[src/rtl/serial_word_rx.sv]
// Purpose: receives one start bit, WORD_WIDTH data bits (LSB first) and one stop bit from an async line.
// Latency: valid pulses BIT_PERIOD*(WORD_WIDTH+1) + BIT_PERIOD/2 + 2 cycles after the rxd falling edge.
// Backpressure: none; data is overwritten by each good frame and valid is a one-cycle pulse.
//
// Ports:
//   clk, rst   : single clock domain, synchronous active-high reset
//   rxd        : asynchronous serial input, idle high
//   data       : last word whose stop bit was good ([31:16] upper operand, [15:0] lower)
//   valid      : one-cycle pulse when data has just been updated
//   frame_err  : one-cycle pulse when the stop bit was sampled low
//   busy       : high whenever the receiver is not idle
module serial_word_rx #(
   parameter int unsigned BIT_PERIOD = 1252,
   parameter int unsigned WORD_WIDTH = 32
) (
   input  logic                  clk,
   input  logic                  rst,
   input  logic                  rxd,
   output logic [WORD_WIDTH-1:0] data,
   output logic                  valid,
   output logic                  frame_err,
   output logic                  busy
);

   typedef enum logic [2:0] {IDLE, START, DATA, STOP, WAIT_IDLE} state_t;

   localparam logic [15:0] BIT_LAST  = 16'(BIT_PERIOD - 1);
   localparam logic [15:0] HALF_LAST = 16'(BIT_PERIOD / 2 - 1);
   localparam logic [5:0]  IDX_LAST  = 6'(WORD_WIDTH - 1);

   state_t                state, state_nxt;
   logic                  rx_meta, rxs, rx_prev;
   logic [1:0]            sync_fill;
   logic [15:0]           timer, timer_nxt;
   logic [5:0]            bit_idx, bit_idx_nxt;
   logic [WORD_WIDTH-1:0] shift, shift_nxt, data_nxt;
   logic                  valid_nxt, ferr_nxt;
   logic                  fall;

   // rx_prev only ever holds a level that really came through the synchronizer,
   // so the reset value of the sync flops can never fake a 1->0 edge when rxd
   // is already low as reset is released.
   assign fall = rx_prev & ~rxs;
   assign busy = (state != IDLE);

   always_ff @(posedge clk) begin
      if (rst) begin
         rx_meta   <= 1'b1;
         rxs       <= 1'b1;
         rx_prev   <= 1'b0;
         sync_fill <= 2'd0;
         state     <= IDLE;
         timer     <= 16'd0;
         bit_idx   <= 6'd0;
         shift     <= '0;
         data      <= '0;
         valid     <= 1'b0;
         frame_err <= 1'b0;
      end else begin
         rx_meta   <= rxd;
         rxs       <= rx_meta;
         if (sync_fill != 2'd2) begin
            sync_fill <= sync_fill + 2'd1;
         end
         rx_prev   <= (sync_fill == 2'd2) ? rxs : 1'b0;
         state     <= state_nxt;
         timer     <= timer_nxt;
         bit_idx   <= bit_idx_nxt;
         shift     <= shift_nxt;
         data      <= data_nxt;
         valid     <= valid_nxt;
         frame_err <= ferr_nxt;
      end
   end

   always_comb begin
      state_nxt   = state;
      timer_nxt   = timer;
      bit_idx_nxt = bit_idx;
      shift_nxt   = shift;
      data_nxt    = data;
      valid_nxt   = 1'b0;
      ferr_nxt    = 1'b0;
      case (state)
         IDLE: begin
            timer_nxt   = 16'd0;
            bit_idx_nxt = 6'd0;
            if (fall) begin
               state_nxt = START;
            end
         end
         START: begin
            // Re-check the line half a bit in; a short low pulse is dropped silently.
            if (timer == HALF_LAST) begin
               timer_nxt = 16'd0;
               state_nxt = rxs ? IDLE : DATA;
            end else begin
               timer_nxt = timer + 16'd1;
            end
         end
         DATA: begin
            if (timer == BIT_LAST) begin
               timer_nxt = 16'd0;
               shift_nxt = {rxs, shift[WORD_WIDTH-1:1]};
               if (bit_idx == IDX_LAST) begin
                  bit_idx_nxt = 6'd0;
                  state_nxt   = STOP;
               end else begin
                  bit_idx_nxt = bit_idx + 6'd1;
               end
            end else begin
               timer_nxt = timer + 16'd1;
            end
         end
         STOP: begin
            if (timer == BIT_LAST) begin
               timer_nxt = 16'd0;
               if (rxs) begin
                  data_nxt  = shift;
                  valid_nxt = 1'b1;
                  state_nxt = IDLE;
               end else begin
                  ferr_nxt  = 1'b1;
                  state_nxt = WAIT_IDLE;
               end
            end else begin
               timer_nxt = timer + 16'd1;
            end
         end
         WAIT_IDLE: begin
            // A held-low line (break) must not be mistaken for a start bit.
            timer_nxt = 16'd0;
            if (rxs) begin
               state_nxt = IDLE;
            end
         end
         default: begin
            state_nxt = IDLE;
            timer_nxt = 16'd0;
         end
      endcase
   end

endmodule

[config.mk]
export PLATFORM = sky130hd
export DESIGN_NAME = serial_word_rx
export DESIGN_NICKNAME = d
export VERILOG_FILES = /design/src/rtl/serial_word_rx.sv
export SDC_FILE = /design/constraint.sdc
export NUM_CORES = 1
export LEC_CHECK = 0
export ABC_AREA = 0
export CORE_MARGIN = 2
export CORE_UTILIZATION = 52
export DETAILED_ROUTE_END_ITERATION = 12
export PLACE_DENSITY = 0.73
export SLEW_MARGIN = 25
export SYNTH_ARGS = -nofsm -noshare
export SYNTH_HDL_FRONTEND = slang
export SYNTH_SLANG_ARGS = --single-unit
[constraint.sdc]
create_clock -name clk -period 2.05 [get_ports clk]
set_clock_uncertainty 0.15 [all_clocks]
set_input_delay 0.615 -clock clk [delete_from_list [all_inputs] [get_ports clk]]
set_output_delay 0.615 -clock clk [all_outputs]
set_load 0.1 [all_outputs]
# After elaboration in Yosys (flattened, before gate mapping)
# Cells that the tools add are included.
[totals]
register_bits = 96
inputBits = 3
output_inout_bits = 35
elab_cells = 61
[op_classes]
add_sub_neg = 3
n_eq_ne = 15
mux = 17
bitwise_logic = 5
n_reduce_logical = 10
[op_table]
columns = ["cell", "count"]
rows = [
  ["$mux W16", 2],
  ["$pmux W16 S2", 1],
  ["$mux W3", 7],
  ["$add A16 B1 Y16 const B", 1],
  ["$eq A16 B10 Y1 const B", 1],
  ["$eq A16 B11 Y1 const B", 1],
  ["$pmux W3 S5", 1],
  ["$ne A2 B2 Y1 const B", 7],
  ["$mux W6", 2],
  ["$pmux W6 S2", 1],
  ["$add A6 B1 Y6 const B", 1],
  ["$eq A3 B2 Y1 const B", 2],
  ["$eq A6 B5 Y1 const B", 1],
  ["$reduce_and A6 Y1", 1],
  ["$not A1 Y1", 4],
  ["$reduce_and A2 Y1", 2],
  ["$reduce_or A2 Y1", 2],
  ["$eq A3 B1 Y1 const B", 1],
  ["$eq A3 B3 Y1 const B", 1],
  ["$logic_not A3 Y1", 1],
  ["$reduce_and A3 Y1", 1],
  ["$reduce_bool A3 Y1", 1],
  ["$reduce_or A3 Y1", 1],
  ["$add A2 B1 Y2 const B", 1],
  ["5 further kinds", 6],
]

# Longest topological paths before layout
# Gate-level depths: netlist (run 1).
[logic_depth]
depth_word = 4
depth_mapped = 8
mapped_depth_nobuf = 6

# Worst setup path after synthesis (run 1)
# Ideal clock, no wire load.
[synth_path]
path_type = "register -> output"
startpoint = "register state[1]"
endpoint = "output port busy"
arrival_ps = 1203
t_required_ps = 1285
slack_ps = 82
path_stages_with_launch = 3
n_path_buf = 1
path_cell_list = "dfxtp_1 buf_2 or3_1"
[synth_between]
elab_chain_len = 1
[synth_rtl]
columns = ["element", "line_no", "text"]
rows = [
  ["start, declared", "31", "state_t state, state_nxt;"],
  ["start signal, assigned", "66", "state <= state_nxt;"],
  ["$reduce_bool A3 Y1", "44", "assign busy = (state != IDLE);"],
  ["end, declared", "22", "output logic busy"],
]
# Every way passes these cells.

# Worst setup path in the final report (run 1)
[layout_path]
startpoint = "register state[2]"
endpoint = "output port busy"
# The elaborated chain is that of the path after synthesis.

==> out/metrics.csv, run 1 <==
stage,metric,value,unit
status,status,finished with violations,
status,violations,negative setup slack,
power_and_ir_drop,ir_drop,0.344,mV
yosys,syn_inst,479,
power_and_ir_drop,comb_power_share,0.055,
setup_path,crit_type,flop to output port,
clock_tree,cts_buffers,9,
yosys,yosysTopAreaCell,dfxtp_1,
yosys,synthTopCellsByCount,"dfxtp_1, nand3_1, a21oi_1, inv_1, o21ai_0",
floorplan,die_x,95.0,um
global_route,grt_pass1_vias,3472,
setup_path,rrSetupSlack,0.09,ns
final_layout,drive_above_1_share,0.222,
clock_tree,path_clk_slew,0.10,ns
final_layout,final_net_count,521,
detailed_routing,drt_iter0_markers,324,
floorplan,die_h,95.0,um
final_layout,antenna_cells,0,
detailed_routing,drt-met1-wl,4310,um
global_route,overflow,0,
setup_path,crit_slowest_cell,or3_4,
setup_path,cp.required,1.28,ns
floorplan,die_area,0.00903,mm2
setup_path,crit_path_start_kind,flop,
setup_path,critical_path_arrival,1.30,ns
place,place_ws,0.0805,ns
worst_hold_path,hp-start,rx_meta,
power_and_ir_drop,clock_power_share,0.355,
detailed_routing,routed_wl,9780,um
place,dpl-instance-area,0.00518,mm2
yosys,synth_edf_count,0,
clock_tree,h-tree-depth,3,
place,hpwl,6080,um
setup_path,endpoint_kind,output port,
yosys,synth_top_cell_area_share,0.446,
yosys,yosys_warnings,0,
timing,clock.fmax,0.485,GHz
timing,slew_viol_final,0,
detailed_routing,met2_length,4860,um
yosys,synth-seq-cells,96,
place,portBuffers,37,
setup_path,r2r-end,bit_idx[5],
setup_path,path_cells,"or3_4, buf_12",
detailed_routing,drc_errors,0,
timing,finalWorstSetupSlack,-0.0114,ns
floorplan,num_rows,33,
floorplan,start_util,0.530,
yosys,ys_seq_area_frac,0.446,
clock_tree,hold_buffers,0,
detailed_routing,drtAntennaViolNets,0,
yosys,async_flop_share,0,
clock_tree,clock-sinks,96,
power_and_ir_drop,powerDensity,593,mW/mm2
setup_path,path_buf_inv,1,
global_route,antenna_found_initial,0,
clock_tree,clk_latency,0.36,ns
timing,layout_min_cycle_time,2.06,ns
final_layout,fillers,624,
yosys,synth_cell_types,49,
floorplan,core,0.00813,mm2
clock_tree,cts_root_buf,clkbuf_8,
power_and_ir_drop,switchingPower,0.820,mW
yosys,yosys-top-cells-area,"dfxtp_1, a311oi_1, a31o_1, nand3_1, a21oi_1",
yosys,avgSynthCellArea,9.00,um2
power_and_ir_drop,switching_share,0.254,
worst_hold_path,hp-class,flop to flop,
timing,finalSetupViolCount,1,
run,drv_cap,0,
power_and_ir_drop,leakage,1.81,nW
power_and_ir_drop,p_int,2.41,mW
timing,worst_pin_slew,0.397,ns
place,place_congestion,0.838,
timing,period_share,1.01,
final_layout,final_area,0.00544,mm2
global_route,grt_usage,0.226,
power_and_ir_drop,power.share.sequential,0.591,
floorplan,num_io_pins,38,
worst_hold_path,worstHoldEndpoint,rxs,
power_and_ir_drop,fin_total_pwr,3.23,mW
clock_tree,clk_path_buf_depth,2,
setup_path,reg2reg_depth,5,
setup_path,cpLargestDelayFamily,simple AND/OR/NAND/NOR gates,
yosys,synth.most_common_cell,dfxtp_1,
detailed_routing,drt_pass1_iterations,5,
detailed_routing,drt-wirelength-per-cell,15.7,um
setup_path,worstPathMaxFanout,2,
clock_tree,cts_tree,done,
detailed_routing,top_layer,met4,
setup_path,slowest_delay,0.40,ns
timing,rsz0062_at_grt,true,
timing,hold_viol_final,0,
global_route,grt_pass1_wl,16300,um
yosys,syn_area,0.00431,mm2
detailed_routing,met3WireLength,450,um
yosys,ys.flop_type,dfxtp_1,
yosys,syn_nets,487,
global_route,grt_max_degree,79,
detailed_routing,vias,3679,
setup_path,r2r-start,state[2],
detailed_routing,vias_per_cell,5.91,
final_layout,areaGrowthSynthToFinish,26.3,%
timing,relSlewSlack,0.732,
worst_hold_path,holdPathStages,1,
cell families after synthesis:
kind of cell / share of synthesized area
compound gates: 0.251
xor+xnor: 0.0264
fa+ha+maj: 0.0145
buf+inv: 0.0929
flops: 0.446
mux: 0.00232
simple gates: 0.167
power by group through the flow:
stage               Clock, mW  Combinational, mW  Sequential (mW)
floorplan                   0              0.129             1.94
global placement            0              0.160             1.95
detailed placement          0              0.168             1.95
CTS                      1.16              0.176             1.91
global route             1.25              0.196             1.91
finish                   1.15              0.176             1.91
layer usage:
| layer | up-vias | global-route usage |
|---|---|---|
| li1 | 1818 | - |
| met1 | 1731 | 0.303 |
| met2 | 118 | 0.365 |
| met3 | 12 | 0.0387 |
| met4 | 0 | 0.0894 |
| met5 | - | 0 |
cell usage in the layout (no fill, tap or decap), drive strengths merged, types with 3 or more instances in the layout:
cell type  count
inv           41
a31o          32
a211oi         3
a31oi          3
clkinv         3
nand4          5
ha             5
xnor2          4
a21oi         40
and4           5
nor2          23
dfxtp         96
o211ai         4
or4            4
xor2           9
nand3         44
buf           69
a311oi        32
or2            5
clkbuf        11
nand2         11
o21ai         33
and3           7
state kept, by name, summed over array words and instances (netlist names):
name / cells
rx_meta: 1
timer: 16
valid: 1
rx_prev: 1
frame_err: 1
sync_fill: 2
data: 32
rxs: 1
state: 3
shift: 32
bit_idx: 6
how the worst max path moves through the flow:
stage	from	end	slack, ns	depth (start not counted)
detailed placement	timer[0]	state[2]	0.08	6
CTS	state[2]	busy	-0.02	2
global route	state[2]	busy	-0.04	2
finish	state[2]	busy	-0.01	2
floorplan	state[1]	busy	0.08	2
global placement	timer[2]	data[14]	0.16	6
metrics by stage:
step | hold WS (ns) | utilization | TNS (ns) | instances
6_report | 0.273 | 0.669 | -0.0114 | 623
3_5_place_dp | 0.246 | 0.637 | 0 | 602
2_1_floorplan | 0.239 | - | 0 | 479
5_1_grt | 0.292 | 0.669 | -0.0371 | 623
3_3_place_gp | 0.248 | 0.637 | 0 | 602
4_1_cts | 0.275 | 0.663 | -0.0162 | 621
timing repair:
item | 4_1_cts | 5_1_grt
cloned | 0 | 1
setup endpoints to repair | 1 | 30
pin swaps | 1 | 1
buffers inserted | 4 | 1
resized for setup | 5 | 4
final cells by class:
cell class,count,area [um2],share of cell area
multi-input cells,297,2010,0.369
flip-flops and latches,96,1930,0.355
repair buffers,71,1050,0.193
inverters,38,143,0.0262
well taps,105,131,0.0241
clock buffers,10,128,0.0234
clock inverters,6,48.8,0.00897
Power figures use the tool's default switching activity.
==> inputs of run 2 (changes only) <==
CORE_UTILIZATION = 54   (was 52)
DONT_BUFFER_PORTS = 1   (was not set)
PLACE_DENSITY = 0.8   (was 0.73)
==> run 2 against run 1 <==
The flow still finishes with violations (negative setup slack). Critical path depth stayed put. Largest power group unchanged. Register-to-register slack worse by 0.03 ns. Sequential share of layout area is 2.8 points higher. Core utilization is 1.6 points lower. Critical endpoint unchanged. Count of clock-buffer cells in the layout is 1 lower. Fmax is 1.0% lower. Hold slack worse by 0.11 ns. Clock power hardly changed. Combinational power is 19% lower. Flip-flop and latch count stayed put. Worst setup slack worse by 0.022 ns.
==> out/metrics.csv, run 2 (synthesis results as in run 1) <==
stage,metric,value,unit,change
detailed_routing,drt_iter0_markers,242,,was 324
clock_tree,h-tree-depth,3,,unchanged
detailed_routing,vias_per_cell,6.03,,was 5.91
final_layout,final_area,0.00505,mm2,was 0.00544 mm2
detailed_routing,drt_pass1_iterations,7,,was 5
detailed_routing,routed_wl,9800,um,was 9780 um
final_layout,reg_top3,"data (32), shift (32), timer (16)",,unchanged
timing,hold_viol_final,0,,unchanged
final_layout,fillers,607,,was 624
final_layout,layout_common_cells,"dfxtp_1, buf_4, nand3_1, a21oi_1, inv_1",,"was dfxtp_1, nand3_1, buf_12, a21oi_1, inv_1"
clock_tree,cts_root_buf,clkbuf_8,,unchanged
place,place_congestion,0.821,,was 0.838
clock_tree,clk_latency,0.37,ns,was 0.36 ns
floorplan,die_h,93.3,um,was 95.0 um
floorplan,die_area,0.00871,mm2,was 0.00903 mm2
timing,relSlewSlack,0.765,,was 0.732
floorplan,core,0.00773,mm2,was 0.00813 mm2
run,drv_cap,0,,unchanged
detailed_routing,drc_errors,0,,unchanged
worst_hold_path,hp-class,input port to flop,,was flop to flop
setup_path,crit_type,flop to output port,,unchanged
setup_path,crit_path_start_kind,flop,,unchanged
place,portBuffers,0,,was 37
power_and_ir_drop,comb_power_share,0.044,,was 0.055
power_and_ir_drop,ir_drop,0.411,mV,was 0.344 mV
clock_tree,cts_tree,done,,unchanged
power_and_ir_drop,clock_power_share,0.365,,was 0.355
status,status,finished with violations,,unchanged
detailed_routing,vias,3728,,was 3679
timing,period_share,1.02,,was 1.01
clock_tree,cts_buffers,9,,unchanged
timing,slew_viol_final,0,,unchanged
final_layout,regArea,0.00193,mm2,about the same
final_layout,final_net_count,519,,was 521
final_layout,final_common_cell,dfxtp_1,,unchanged
global_route,antenna_found_initial,0,,unchanged
floorplan,num_rows,32,,was 33
setup_path,endpoint_kind,output port,,unchanged
global_route,grt_pass1_vias,3517,,was 3472
timing,clock.fmax,0.480,GHz,was 0.485 GHz
place,place_ws,-0.0243,ns,was 0.0805 ns
timing,finalSetupViolCount,1,,unchanged
place,dpl-instance-area,0.00469,mm2,was 0.00518 mm2
final_layout,final_util,0.653,,was 0.669
setup_path,cp.required,1.28,ns,about the same
timing,rsz0062_at_grt,true,,unchanged
global_route,grt_usage,0.231,,was 0.226
timing,worst_pin_slew,0.344,ns,was 0.397 ns
timing,finalWorstSetupSlack,-0.0330,ns,was -0.0114 ns
power_and_ir_drop,powerDensity,639,mW/mm2,was 593 mW/mm2
final_layout,areaGrowthSynthToFinish,17.2,%,was 26.3%
floorplan,start_util,0.558,,was 0.530
final_layout,multi_input_comb_area,0.00205,mm2,was 0.00201 mm2
power_and_ir_drop,leakage,1.73,nW,was 1.81 nW
setup_path,worstPathMaxFanout,3,,was 2
clock_tree,path_clk_slew,0.11,ns,was 0.10 ns
global_route,overflow,0,,unchanged
setup_path,critical_path_arrival,1.32,ns,was 1.30 ns
global_route,grt_max_degree,80,,was 79
timing,layout_min_cycle_time,2.08,ns,was 2.06 ns
floorplan,die_x,93.3,um,was 95.0 um
place,hpwl,6090,um,was 6080 um
floorplan,num_io_pins,38,,unchanged
clock_tree,clock-sinks,96,,unchanged
power_and_ir_drop,p_int,2.41,mW,about the same
global_route,grt_pass1_wl,16300,um,about the same
power_and_ir_drop,switchingPower,0.816,mW,was 0.820 mW
power_and_ir_drop,power.share.sequential,0.591,,about the same
detailed_routing,drtAntennaViolNets,0,,unchanged
final_layout,antenna_cells,0,,unchanged
final_layout,drive_above_1_share,0.233,,was 0.222
clock_tree,clk_path_buf_depth,2,,unchanged
power_and_ir_drop,fin_total_pwr,3.22,mW,was 3.23 mW
detailed_routing,drt-wirelength-per-cell,15.9,um,was 15.7 um
status,violations,negative setup slack,,unchanged
power_and_ir_drop,switching_share,0.253,,was 0.254
==> run 2: cell count changes in the layout (fill, tap and decap cells not counted), sizes merged <==
cell | before | now
inv | 41 | 42
buf | 69 | 68
clkinvlp | 0 | 1
clkbuf | 11 | 10
clkdlybuf4s50 | 1 | 0
clkinv | 3 | 2
==> run 2: final cells by class <==
class	instances	share of cell area
clock buffers	9	0.0245
repair buffers	69	0.121
inverters	38	0.0283
clock inverters	7	0.0116
flip-flops and latches	96	0.383
multi-input cells	297	0.407
well taps	102	0.0253
==> run 2: critical path, stage by stage (launching register included) <==
cell,delay (ns)
dfxtp_4,0.35
or3_4,0.42
buf_12,0.18
==> run 2: metal layers <==
metal,part of all wire,global-route usage,vias to the layer above
li1,-,-,1816
met2,0.49,0.379,111
met3,0.048,0.0500,18
met5,0,0,-
met4,0.020,0.0907,0
met1,0.44,0.297,1783
==> run 2: worst paths after layout <==
path | slack, ns | cells after the start | end | startpoint
setup / recovery | -0.03 | 2 | busy | state[2]
hold / removal | 0.16 | 1 | shift[23] | rst
setup reg to reg | 0.06 | 7 | data[22] | timer[13]
hold reg to reg | 0.27 | 1 | rxs | rx_meta
==> run 2: power groups by stage <==
stage                     registers (mW)  clock network, mW  logic [mW]
after global placement              1.95                  0       0.130
after detailed placement            1.95                  0       0.137
after floorplan                     1.94                  0       0.129
final                               1.91               1.18       0.143
after CTS                           1.91               1.19       0.141
after global routing                1.91               1.28       0.163
==> run 2: repair_timing <==
item | CTS | global route
cloned | 1 | 1
hold buffers | 0 | 0
resized for setup | 9 | 10
pin swaps | 2 | 4
setup endpoints to repair | 21 | 67
buffers inserted | 3 | 4
==> run 2: through the flow <==
step	hold slack [ns]	std cells	TNS (ns)
2_1_floorplan	0.239	479	0
5_1_grt	0.139	618	-0.0804
6_report	0.159	618	-0.0330
4_1_cts	0.142	613	-0.0340
3_5_place_dp	0.250	594	-0.135
3_3_place_gp	0.254	594	0
==> inputs of run 3 (changes only) <==
CORE_ASPECT_RATIO = 0.7   (was not set)
==> run 3 against run 2 <==
The run still ends with negative setup slack left. Routed wire length rose by 17%. Count of clock-buffer cells in the layout rose by 2. Sequential power barely moved. Via count rose by 5.4%. Register-to-register slack got worse by 0.06 ns. Flip-flop and latch count did not move. Clock power rose by 47%. Global-route usage rose by 2.5 points. Sequential share of layout area fell by 0.55 points. Critical path type unchanged. Largest cell class unchanged. Largest power group unchanged. Highest routed layer unchanged.
==> out/metrics.csv, run 3 (synthesis results as in run 1) <==
stage,metric,value,unit,change
status,status,finished with violations,,unchanged
status,violations,negative setup slack,,unchanged
setup_path,critPathLaunch,state[0],,was state[2]
setup_path,worstPathMaxFanout,7,,was 3
clock_tree,cts_tree,done,,unchanged
timing,relSlewSlack,0.706,,was 0.765
final_layout,final_common_cell,dfxtp_1,,unchanged
worst_hold_path,hp-start,rst,,unchanged
final_layout,drive_above_1_share,0.238,,was 0.233
detailed_routing,drtAntennaViolNets,0,,unchanged
detailed_routing,drc_errors,0,,unchanged
place,place_congestion,0.872,,was 0.821
timing,period_share,1.00,,was 1.02
timing,fin_hold_ws,0.186,ns,was 0.159 ns
timing,hold_viol_final,0,,unchanged
detailed_routing,drt_iter0_markers,503,,was 242
timing,rsz0062_at_grt,true,,unchanged
worst_hold_path,hp-class,input port to flop,,unchanged
detailed_routing,drt_pass1_iterations,5,,was 7
global_route,grt_pass1_vias,3678,,was 3517
global_route,grtUsageMet2,0.407,,was 0.379
place,dp_cells,589,,was 594
global_route,grt_max_degree,80,,unchanged
place,hpwl,6670,um,was 6090 um
power_and_ir_drop,powerDensity,740,mW/mm2,was 639 mW/mm2
detailed_routing,vias,3928,,was 3728
global_route,grt.busiest_layer,met2,,unchanged
timing,worst_pin_slew,0.440,ns,was 0.344 ns
place,portBuffers,0,,unchanged
floorplan,core,0.00780,mm2,was 0.00773 mm2
setup_path,slowest_delay,0.39,ns,was 0.42 ns
final_layout,fillers,568,,was 607
global_route,overflow,0,,unchanged
setup_path,crit_slowest_cell,or3_4,,unchanged
clock_tree,path_clk_slew,0.07,ns,was 0.11 ns
setup_path,crit_path_start_kind,flop,,unchanged
final_layout,areaGrowthSynthToFinish,19.4,%,was 17.2%
global_route,antenna_found_initial,0,,unchanged
setup_path,path_cells,"or3_4, buf_12",,unchanged
floorplan,start_util,0.552,,was 0.558
detailed_routing,routed_wl,11400,um,was 9800 um
final_layout,antenna_cells,0,,unchanged
setup_path,r2r-start,timer[3],,was timer[13]
global_route,grt_pass1_wl,18200,um,was 16300 um
detailed_routing,vias_per_cell,6.40,,was 6.03
setup_path,rrSetupSlack,0,ns,was 0.06 ns
detailed_routing,drt-wirelength-per-cell,18.6,um,was 15.9 um
timing,clock.fmax,0.486,GHz,was 0.480 GHz
power_and_ir_drop,leakage,1.77,nW,was 1.73 nW
global_route,globalRouteMet1Util,0.338,,was 0.297
final_layout,layout_common_cells,"dfxtp_1, buf_4, nand3_1, a21oi_1, inv_1",,unchanged
clock_tree,h-tree-depth,3,,unchanged
setup_path,critical_path_arrival,1.29,ns,was 1.32 ns
floorplan,num_rows,27,,was 32
global_route,grt_usage,0.256,,was 0.231
global_route,use_met3,0.0687,,was 0.0500
timing,slew_viol_final,0,,unchanged
floorplan,num_io_pins,38,,unchanged
timing,layout_min_cycle_time,2.06,ns,was 2.08 ns
clock_tree,clk_path_buf_depth,2,,unchanged
power_and_ir_drop,ir_drop,0.397,mV,was 0.411 mV
place,dpl-instance-area,0.00466,mm2,was 0.00469 mm2
floorplan,die_area,0.00872,mm2,was 0.00871 mm2
final_layout,reg_top3,"data (32), shift (32), timer (16)",,unchanged
timing,finalSetupViolCount,2,,was 1
clock_tree,cts_root_buf,clkbuf_16,,was clkbuf_8
clock_tree,clock-sinks,96,,unchanged
final_layout,final_area,0.00514,mm2,was 0.00505 mm2
floorplan,die_x,111,um,was 93.3 um
run,drv_cap,0,,unchanged
setup_path,endpoint_kind,output port,,unchanged
final_layout,final_cells,614,,was 618
setup_path,crit_type,flop to output port,,unchanged
setup_path,cp.required,1.28,ns,about the same
final_layout,final_net_count,517,,was 519
floorplan,die_h,78.7,um,was 93.3 um
timing,finalWorstSetupSlack,-0.00624,ns,was -0.0330 ns
clock_tree,cts_buffers,9,,unchanged
clock_tree,clk_latency,0.35,ns,was 0.37 ns
place,place_ws,-0.0374,ns,was -0.0243 ns
run 3: changes by cell type in the layout (fill, tap and decap cells not counted), moves of 2 or more:
cell       before  now
buf_4          62   58
clkbuf_8        9    2
inv_6           4    1
clkbuf_16       1    9
o21ai_0        33   31
or4_4           0    2
dfxtp_1        91   86
or4_1           4    2
o21ai_1         0    2
dfxtp_2         3    7
buf_2           0    2
run 3: final timing paths:
| path | cells past startpoint | to |
|---|---|---|
| max | 2 | busy |
| min | 1 | shift[25] |
| max reg2reg | 5 | bit_idx[5] |
| min reg2reg | 1 | rxs |
run 3: layer usage:
metal | vias to the layer above | part of all wire
met2 | 212 | 0.46
met4 | 0 | 0.019
li1 | 1814 | -
met5 | - | 0
met1 | 1875 | 0.44
met3 | 27 | 0.080
run 3: area by class of cell:
cell class | instances | area [um2] | area share
multi-input cells | 297 | 2040 | 0.396
repair buffers | 67 | 589 | 0.115
flip-flops and latches | 96 | 1940 | 0.377
inverters | 38 | 143 | 0.0277
clock buffers | 11 | 253 | 0.0491
well taps | 101 | 126 | 0.0246
clock inverters | 4 | 52.6 | 0.0102
run 3: repair_timing:
| item | CTS | global route |
|---|---|---|
| pin swaps | 1 | 9 |
| hold buffers | 0 | 0 |
| buffers inserted | 2 | 6 |
| endpoints found under the setup margin | 28 | 40 |
| gates resized for setup | 12 | 16 |
| cloned | 1 | 2 |
| endpoints found under the hold margin | 0 | 0 |
run 3: worst max-delay path: cells and delay by family (launching register included):
kind	cells	cell delay [ns]
flip-flops	1	0.38
buffers and inverters	1	0.18
AND/OR/NAND/NOR	1	0.39
run 3: report_power, final:
part,switching (mW),total [mW],internal [mW]
registers,0.0159,1.90,1.89
logic,0.0985,0.158,0.0599
clock network,0.734,1.74,1.01
run 3: through the flow:
step / setup TNS [ns] / util / power (mW)
final: -0.00666 / 0.659 / 3.81
after global routing: -2.23 / 0.659 / 3.91
after CTS: -0.00339 / 0.647 / 3.81
after detailed placement: -0.0562 / 0.597 / 2.09
after global placement: 0 / 0.597 / 2.08
after floorplan: 0 / - / 2.07
